$ cat config.mk
export PLATFORM = sky130hd
export DESIGN_NAME = round_scheduler
export DESIGN_NICKNAME = d
export VERILOG_FILES = /design/src/rtl/baccarat_pkg.sv /design/src/rtl/sat_counter.sv /design/src/rtl/round_scheduler.sv
export SDC_FILE = /design/constraint.sdc
export NUM_CORES = 1
export LEC_CHECK = 0
export ABC_AREA = 1
export CAP_MARGIN = 25
export CORE_ASPECT_RATIO = 1.1
export CORE_MARGIN = 1.5
export CORE_UTILIZATION = 30
export CTS_BUF_LIST = sky130_fd_sc_hd__clkbuf_8
export DETAILED_ROUTE_END_ITERATION = 16
export GPL_TIMING_DRIVEN = 0
export PLACE_DENSITY = 0.62
export SKIP_CTS_REPAIR_TIMING = 1
export SLEW_MARGIN = 20
export SYNTH_ARGS = -nofsm -noshare
export SYNTH_HDL_FRONTEND = slang
export SYNTH_SLANG_ARGS = --single-unit
export TNS_END_PERCENT = 20
$ cat constraint.sdc
create_clock -name slow_clock -period 1.86 [get_ports slow_clock]
set_input_delay 0.279 -clock slow_clock [delete_from_list [all_inputs] [get_ports slow_clock]]
set_output_delay 0.279 -clock slow_clock [all_outputs]
set_load 0.01 [all_outputs]
$ cat src/rtl/baccarat_pkg.sv
// Shared types and constants for the baccarat round controller and its datapath.
package baccarat_pkg;

  localparam int unsigned CNT_W   = 8;
  localparam int unsigned CARDS_W = 9;

  // Light pair is {player_win_light, dealer_win_light}
  localparam logic [1:0] WIN_PLAYER = 2'b10;
  localparam logic [1:0] WIN_DEALER = 2'b01;
  localparam logic [1:0] WIN_TIE    = 2'b11;

  typedef enum logic [2:0] {
    IDLE  = 3'd0,
    CLR   = 3'd1,
    DEAL  = 3'd2,
    TALLY = 3'd3,
    SHOW  = 3'd4,
    SHUF  = 3'd5
  } round_state_t;

endpackage

$ cat src/rtl/sat_counter.sv
// Up-counter that sticks at all-ones; clear has priority over inc.
module sat_counter #(
  parameter int unsigned WIDTH = 8
) (
  input  logic             clk,
  input  logic             clear,
  input  logic             inc,
  output logic [WIDTH-1:0] count
);

  always_ff @(posedge clk) begin
    if (clear) begin
      count <= '0;
    end else if (inc && (count != {WIDTH{1'b1}})) begin
      count <= count + WIDTH'(1);
    end
  end

endmodule

$ cat src/rtl/round_scheduler.sv
// Round-level controller: paces the dealing machine with step pulses, tallies
// outcomes from the win lights and requests a reshuffle when the shoe runs low.
module round_scheduler
  import baccarat_pkg::*;
#(
  parameter int unsigned SHOE_LIMIT  = 300,
  parameter int unsigned AUTO_PERIOD = 0
) (
  input  logic               slow_clock,
  input  logic               reset,
  input  logic               deal_req,
  input  logic               card_loaded,
  input  logic               player_win_light,
  input  logic               dealer_win_light,
  input  logic               shuffle_done,
  output logic               step,
  output logic               round_rst,
  output logic               shuffle_req,
  output logic               result_valid,
  output logic [CNT_W-1:0]   player_wins,
  output logic [CNT_W-1:0]   dealer_wins,
  output logic [CNT_W-1:0]   ties,
  output logic [CNT_W-1:0]   rounds,
  output logic [CARDS_W-1:0] cards_used
);

  localparam int unsigned TMR_W = (AUTO_PERIOD > 1) ? $clog2(AUTO_PERIOD) : 1;
  localparam logic [TMR_W-1:0] TMR_RELOAD =
    (AUTO_PERIOD > 0) ? TMR_W'(AUTO_PERIOD - 1) : '0;

  round_state_t     state;
  round_state_t     next_state;
  logic [1:0]       lights;
  logic [1:0]       lights_q;
  logic [TMR_W-1:0] tmr;
  logic             load_win;
  logic             step_next;
  logic             player_inc;
  logic             dealer_inc;
  logic             tie_inc;
  logic             round_inc;
  logic             cards_inc;
  logic             cards_clr;

  assign lights    = {player_win_light, dealer_win_light};
  assign cards_inc = load_win & card_loaded;
  assign cards_clr = reset | ((state == SHUF) & shuffle_done);

  always_ff @(posedge slow_clock) begin
    if (reset) begin
      state <= IDLE;
    end else begin
      state <= next_state;
    end
  end

  // Win lights in DEAL take priority over a same-cycle deal_req
  always_comb begin
    next_state = state;
    case (state)
      IDLE:    if (deal_req) next_state = CLR;
      CLR:     next_state = DEAL;
      DEAL:    if (|lights) next_state = TALLY;
      TALLY:   next_state = SHOW;
      SHOW: begin
        if (deal_req) begin
          next_state = (32'(cards_used) >= SHOE_LIMIT) ? SHUF : CLR;
        end
      end
      SHUF:    if (shuffle_done) next_state = CLR;
      default: next_state = IDLE;
    endcase
  end

  always_comb begin
    step_next  = 1'b0;
    player_inc = 1'b0;
    dealer_inc = 1'b0;
    tie_inc    = 1'b0;
    round_inc  = 1'b0;
    if ((state == DEAL) && (next_state == DEAL)) begin
      step_next = (AUTO_PERIOD == 0) ? deal_req : (tmr == '0);
    end
    if (state == TALLY) begin
      round_inc  = 1'b1;
      player_inc = (lights_q == WIN_PLAYER);
      dealer_inc = (lights_q == WIN_DEALER);
      tie_inc    = (lights_q == WIN_TIE);
    end
  end

  // Registered outputs, card-load window and auto-step timer
  always_ff @(posedge slow_clock) begin
    if (reset) begin
      step         <= 1'b0;
      round_rst    <= 1'b1;
      shuffle_req  <= 1'b0;
      result_valid <= 1'b0;
      load_win     <= 1'b0;
      lights_q     <= 2'b00;
      tmr          <= '0;
    end else begin
      step         <= step_next;
      round_rst    <= (next_state == CLR);
      shuffle_req  <= (next_state == SHUF);
      result_valid <= (next_state == SHOW);
      load_win     <= step;
      if (state == DEAL) begin
        lights_q <= lights;
      end
      if ((next_state == DEAL) && ((state != DEAL) || (tmr == '0))) begin
        tmr <= TMR_RELOAD;
      end else if (state == DEAL) begin
        tmr <= tmr - TMR_W'(1);
      end
    end
  end

  sat_counter #(.WIDTH(CNT_W)) u_player_wins (
    .clk(slow_clock), .clear(reset), .inc(player_inc), .count(player_wins)
  );

  sat_counter #(.WIDTH(CNT_W)) u_dealer_wins (
    .clk(slow_clock), .clear(reset), .inc(dealer_inc), .count(dealer_wins)
  );

  sat_counter #(.WIDTH(CNT_W)) u_ties (
    .clk(slow_clock), .clear(reset), .inc(tie_inc), .count(ties)
  );

  sat_counter #(.WIDTH(CNT_W)) u_rounds (
    .clk(slow_clock), .clear(reset), .inc(round_inc), .count(rounds)
  );

  sat_counter #(.WIDTH(CARDS_W)) u_cards_used (
    .clk(slow_clock), .clear(cards_clr), .inc(cards_inc), .count(cards_used)
  );

endmodule

==> flow_metrics.tcl <==
set metrics [dict create \
    cts_buffers 5 \
    grt_pass1_vias 2320 \
    vias 2574 \
    synth_common_cells "nand2_1 (119), inv_1 (53), dfxtp_1 (51)" \
    ys_types 28 \
    netlist.area_leader.share_pct 38.99 \
    relSlewSlack_pct 62.18 \
    synth_area_per_cell_sq_um 6.664 \
    hp-class "reg -> reg" \
    clk_latency_ns 0.31 \
    hpwlAfterDp_um 4433 \
    slew_viol_final 0 \
    tritoncts "done" \
    cts_root_buf "clkbuf_8" \
    synth_xor_xnor_area_share_pct 3.679 \
    cp_max_fo 7 \
    gr-total-overflow 0 \
    synth-simple-area-share_pct 34.35 \
    crit_path_end_kind "register" \
    worstHoldEndpoint "load_win" \
    grt_pass1_wl_um 10430 \
    maxCapViolCount 0 \
    r2r_cells 9 \
    peakVddDrop_mv 0.3199 \
    critical_path_arrival_ns 1.88 \
    hold_violations 0 \
    cp-start-kind "register" \
    syn_area_sq_um 2619 \
    status "finished clean" \
    grtUsageTotal_pct 13.83 \
    synthAdderAreaFrac_pct 3.344 \
    p_leak_nw 1.375 \
    synth_compound_area_share_pct 10.32 \
    drt_iter0_markers 56 \
    cellPowerDensity_nw_per_um2 592.7 \
    muxShareOfSynthArea_pct 0 \
    seq_area_frac_synth_pct 38.99 \
    rrSetupSlack_ns 0.18 \
    drc 0 \
    rows 35 \
    crit_start "u_cards_used.count[0]" \
    synth_top_family_by_area "simple AND/OR/NAND/NOR gates" \
    drive_gt1_share_pct 6.388 \
    yosysMostFrequentCell "nand2_1" \
    reg2reg_from "u_cards_used.count[0]" \
    hold_path_depth 2 \
    finalCriticalPeriod_ns 1.685 \
    ys_seq_elements 51 \
    antenna_found_initial 0 \
    clockBufferDepth 2 \
    syn-num-nets 407 \
    cts_sinks 51 \
    path_delay_family "simple AND/OR/NAND/NOR gates" \
    cp_slowest_cell "dfxtp_2" \
    area_delta_synth_final_pct 30.10 \
    timing.final.ws_setup_ns 0.1754 \
    start_util_pct 31.15 \
    preCtsSetupSlack_ns -0.002955 \
    grt_max_degree 17 \
    ios 52 \
    dr.pass1.iters 4 \
    path_clk_slew_ns 0.11 \
    diodes 0 \
    path_buf_inv 2 \
    routabilityCongestion 0.8119 \
    r2r-end "u_cards_used.count[3]" \
    nFillCells 922 \
    p_total_mw 2.019 \
    core_sq_um 8408 \
    wl_um 6125 \
    synthCells 393 \
    yosysWarnings 0 \
    max_freq_mhz 593.6 \
    fin_nets 467 \
    worstHoldStart "step" \
    max_stage_delay_ns 0.36 \
    synth_area_leaders "dfxtp_1 (39%), nand2_1 (17%), inv_1 (7.6%), a21oi_1 (6.3%), nor2_1 (6.0%)" \
    finalSetupViolations 0 \
    die-area_sq_um 9299 \
    die_h_um 101.0 \
    synth-async-reset-ratio_pct 0 \
    worst_pin_slew_ns 0.5673 \
    avgRoutedWirePerCell_um 10.84 \
    viasPerCell 4.556 \
    ant_nets 0 \
    synth_top_area_cell "dfxtp_1" \
    worstSetupPathType "reg -> reg" \
    fin_crit_sh_pct 90.57 \
    htreeDepth 2 \
    rsz0062_at_grt "false" \
    path_cells "ha_1 -> inv_1 -> nor3_2 -> ha_1 -> nor2_4 -> inv_2 -> nor3_2 -> nand2_1 -> nor3b_1" \
    fin_skew_ns 0.01442 \
    worstPathRequired_ns 2.06 \
    synth_edf_count 0 \
    ys.flop_type "dfxtp_1" \
    die_x_um 92.08 \
    portBuffers 51 \
]
state kept, by name, indices dropped and copies added, names as in the netlist:
register / flops
u_cards_used.count: 9
u_dealer_wins.count: 8
u_player_wins.count: 8
u_rounds.count: 8
u_ties.count: 8
state: 3
lights_q: 2
load_win: 1
result_valid: 1
round_rst: 1
shuffle_req: 1
step: 1
per-stage QoR:
step           cell area (sq um)  hold slack [ns]  utilization (%)  std cells  setup TNS (ns)
4_1_cts                     3381           0.4360            40.21        563        -0.02753
3_3_place_gp                3268           0.4212            38.87        555               0
2_1_floorplan               2619           0.3481                -        393               0
3_5_place_dp                3268           0.4202            38.87        555       -0.002955
5_1_grt                     3407           0.4935            40.52        565               0
6_report                    3407           0.4328            40.52        565               0
power breakdown:
part	switching [mW]	internal, mW
clock network	0.393	0.401
registers	0.0117	1.11
logic	0.0650	0.0415
total	0.470	1.55
how the worst max path moves through the flow:
stage	depth (start not counted)	endpoint	slack, ns
after floorplan	9	u_cards_used.count[3]	0.22
after global placement	5	u_dealer_wins.count[1]	0.02
after detailed placement	9	u_cards_used.count[3]	-0.003
after CTS	9	u_cards_used.count[3]	-0.03
after global routing	9	u_cards_used.count[3]	0.004
final	9	u_cards_used.count[3]	0.18
placed cells by master (no fill, tap or decap), types with 2 or more instances in the layout:
master,n
o21ai_1,5
nor3_1,4
nor3_2,2
nand3b_1,2
xor2_1,10
buf_4,2
inv_1,53
nand2_1,119
clkbuf_1,2
dfxtp_1,50
nor3b_1,2
nor2_1,42
clkdlybuf4s50_1,51
ha_1,7
inv_2,3
nand3_1,18
clkbuf_8,5
nand2_2,4
o21ai_0,12
a21oi_1,33
nand4_1,12
nor2_4,2
worst reg2reg max path, cell delays in order (launching register included):
cell	delay (ns)
dfxtp_2	0.36
ha_1	0.23
inv_1	0.09
nor3_2	0.05
ha_1	0.20
nor2_4	0.16
inv_2	0.10
nor3_2	0.17
nand2_1	0.06
nor3b_1	0.13
metal layers:
layer | global-route usage (%) | share of wire, % | wire, um
met1 | 17.36 | 47 | 2897
met2 | 23.53 | 47 | 2882
met3 | 3.620 | 5.0 | 308
met4 | 3.550 | 0.60 | 37
met5 | 0 | 0 | 0
area by class of cell:
type | instances | area, sq um | share of cell area [%]
well taps | 111 | 138.9 | 4.076
clock inverters | 3 | 43.79 | 1.285
multi-input cells | 280 | 1364 | 40.03
clock buffers | 5 | 68.82 | 2.020
inverters | 58 | 220.2 | 6.463
plain buffers | 4 | 23.77 | 0.6978
flip-flops and latches | 51 | 1022 | 30.00
repair buffers | 53 | 525.5 | 15.42
kinds of logic after synthesis:
family | after synthesis
AO/OA/AOI/OAI | 52
XOR/XNOR | 11
adder cells (fa/ha/maj) | 7
buffers and inverters | 62
flip-flops | 51
AND/OR/NAND/NOR | 210
Note: power is estimated with default switching activity, not from simulation.
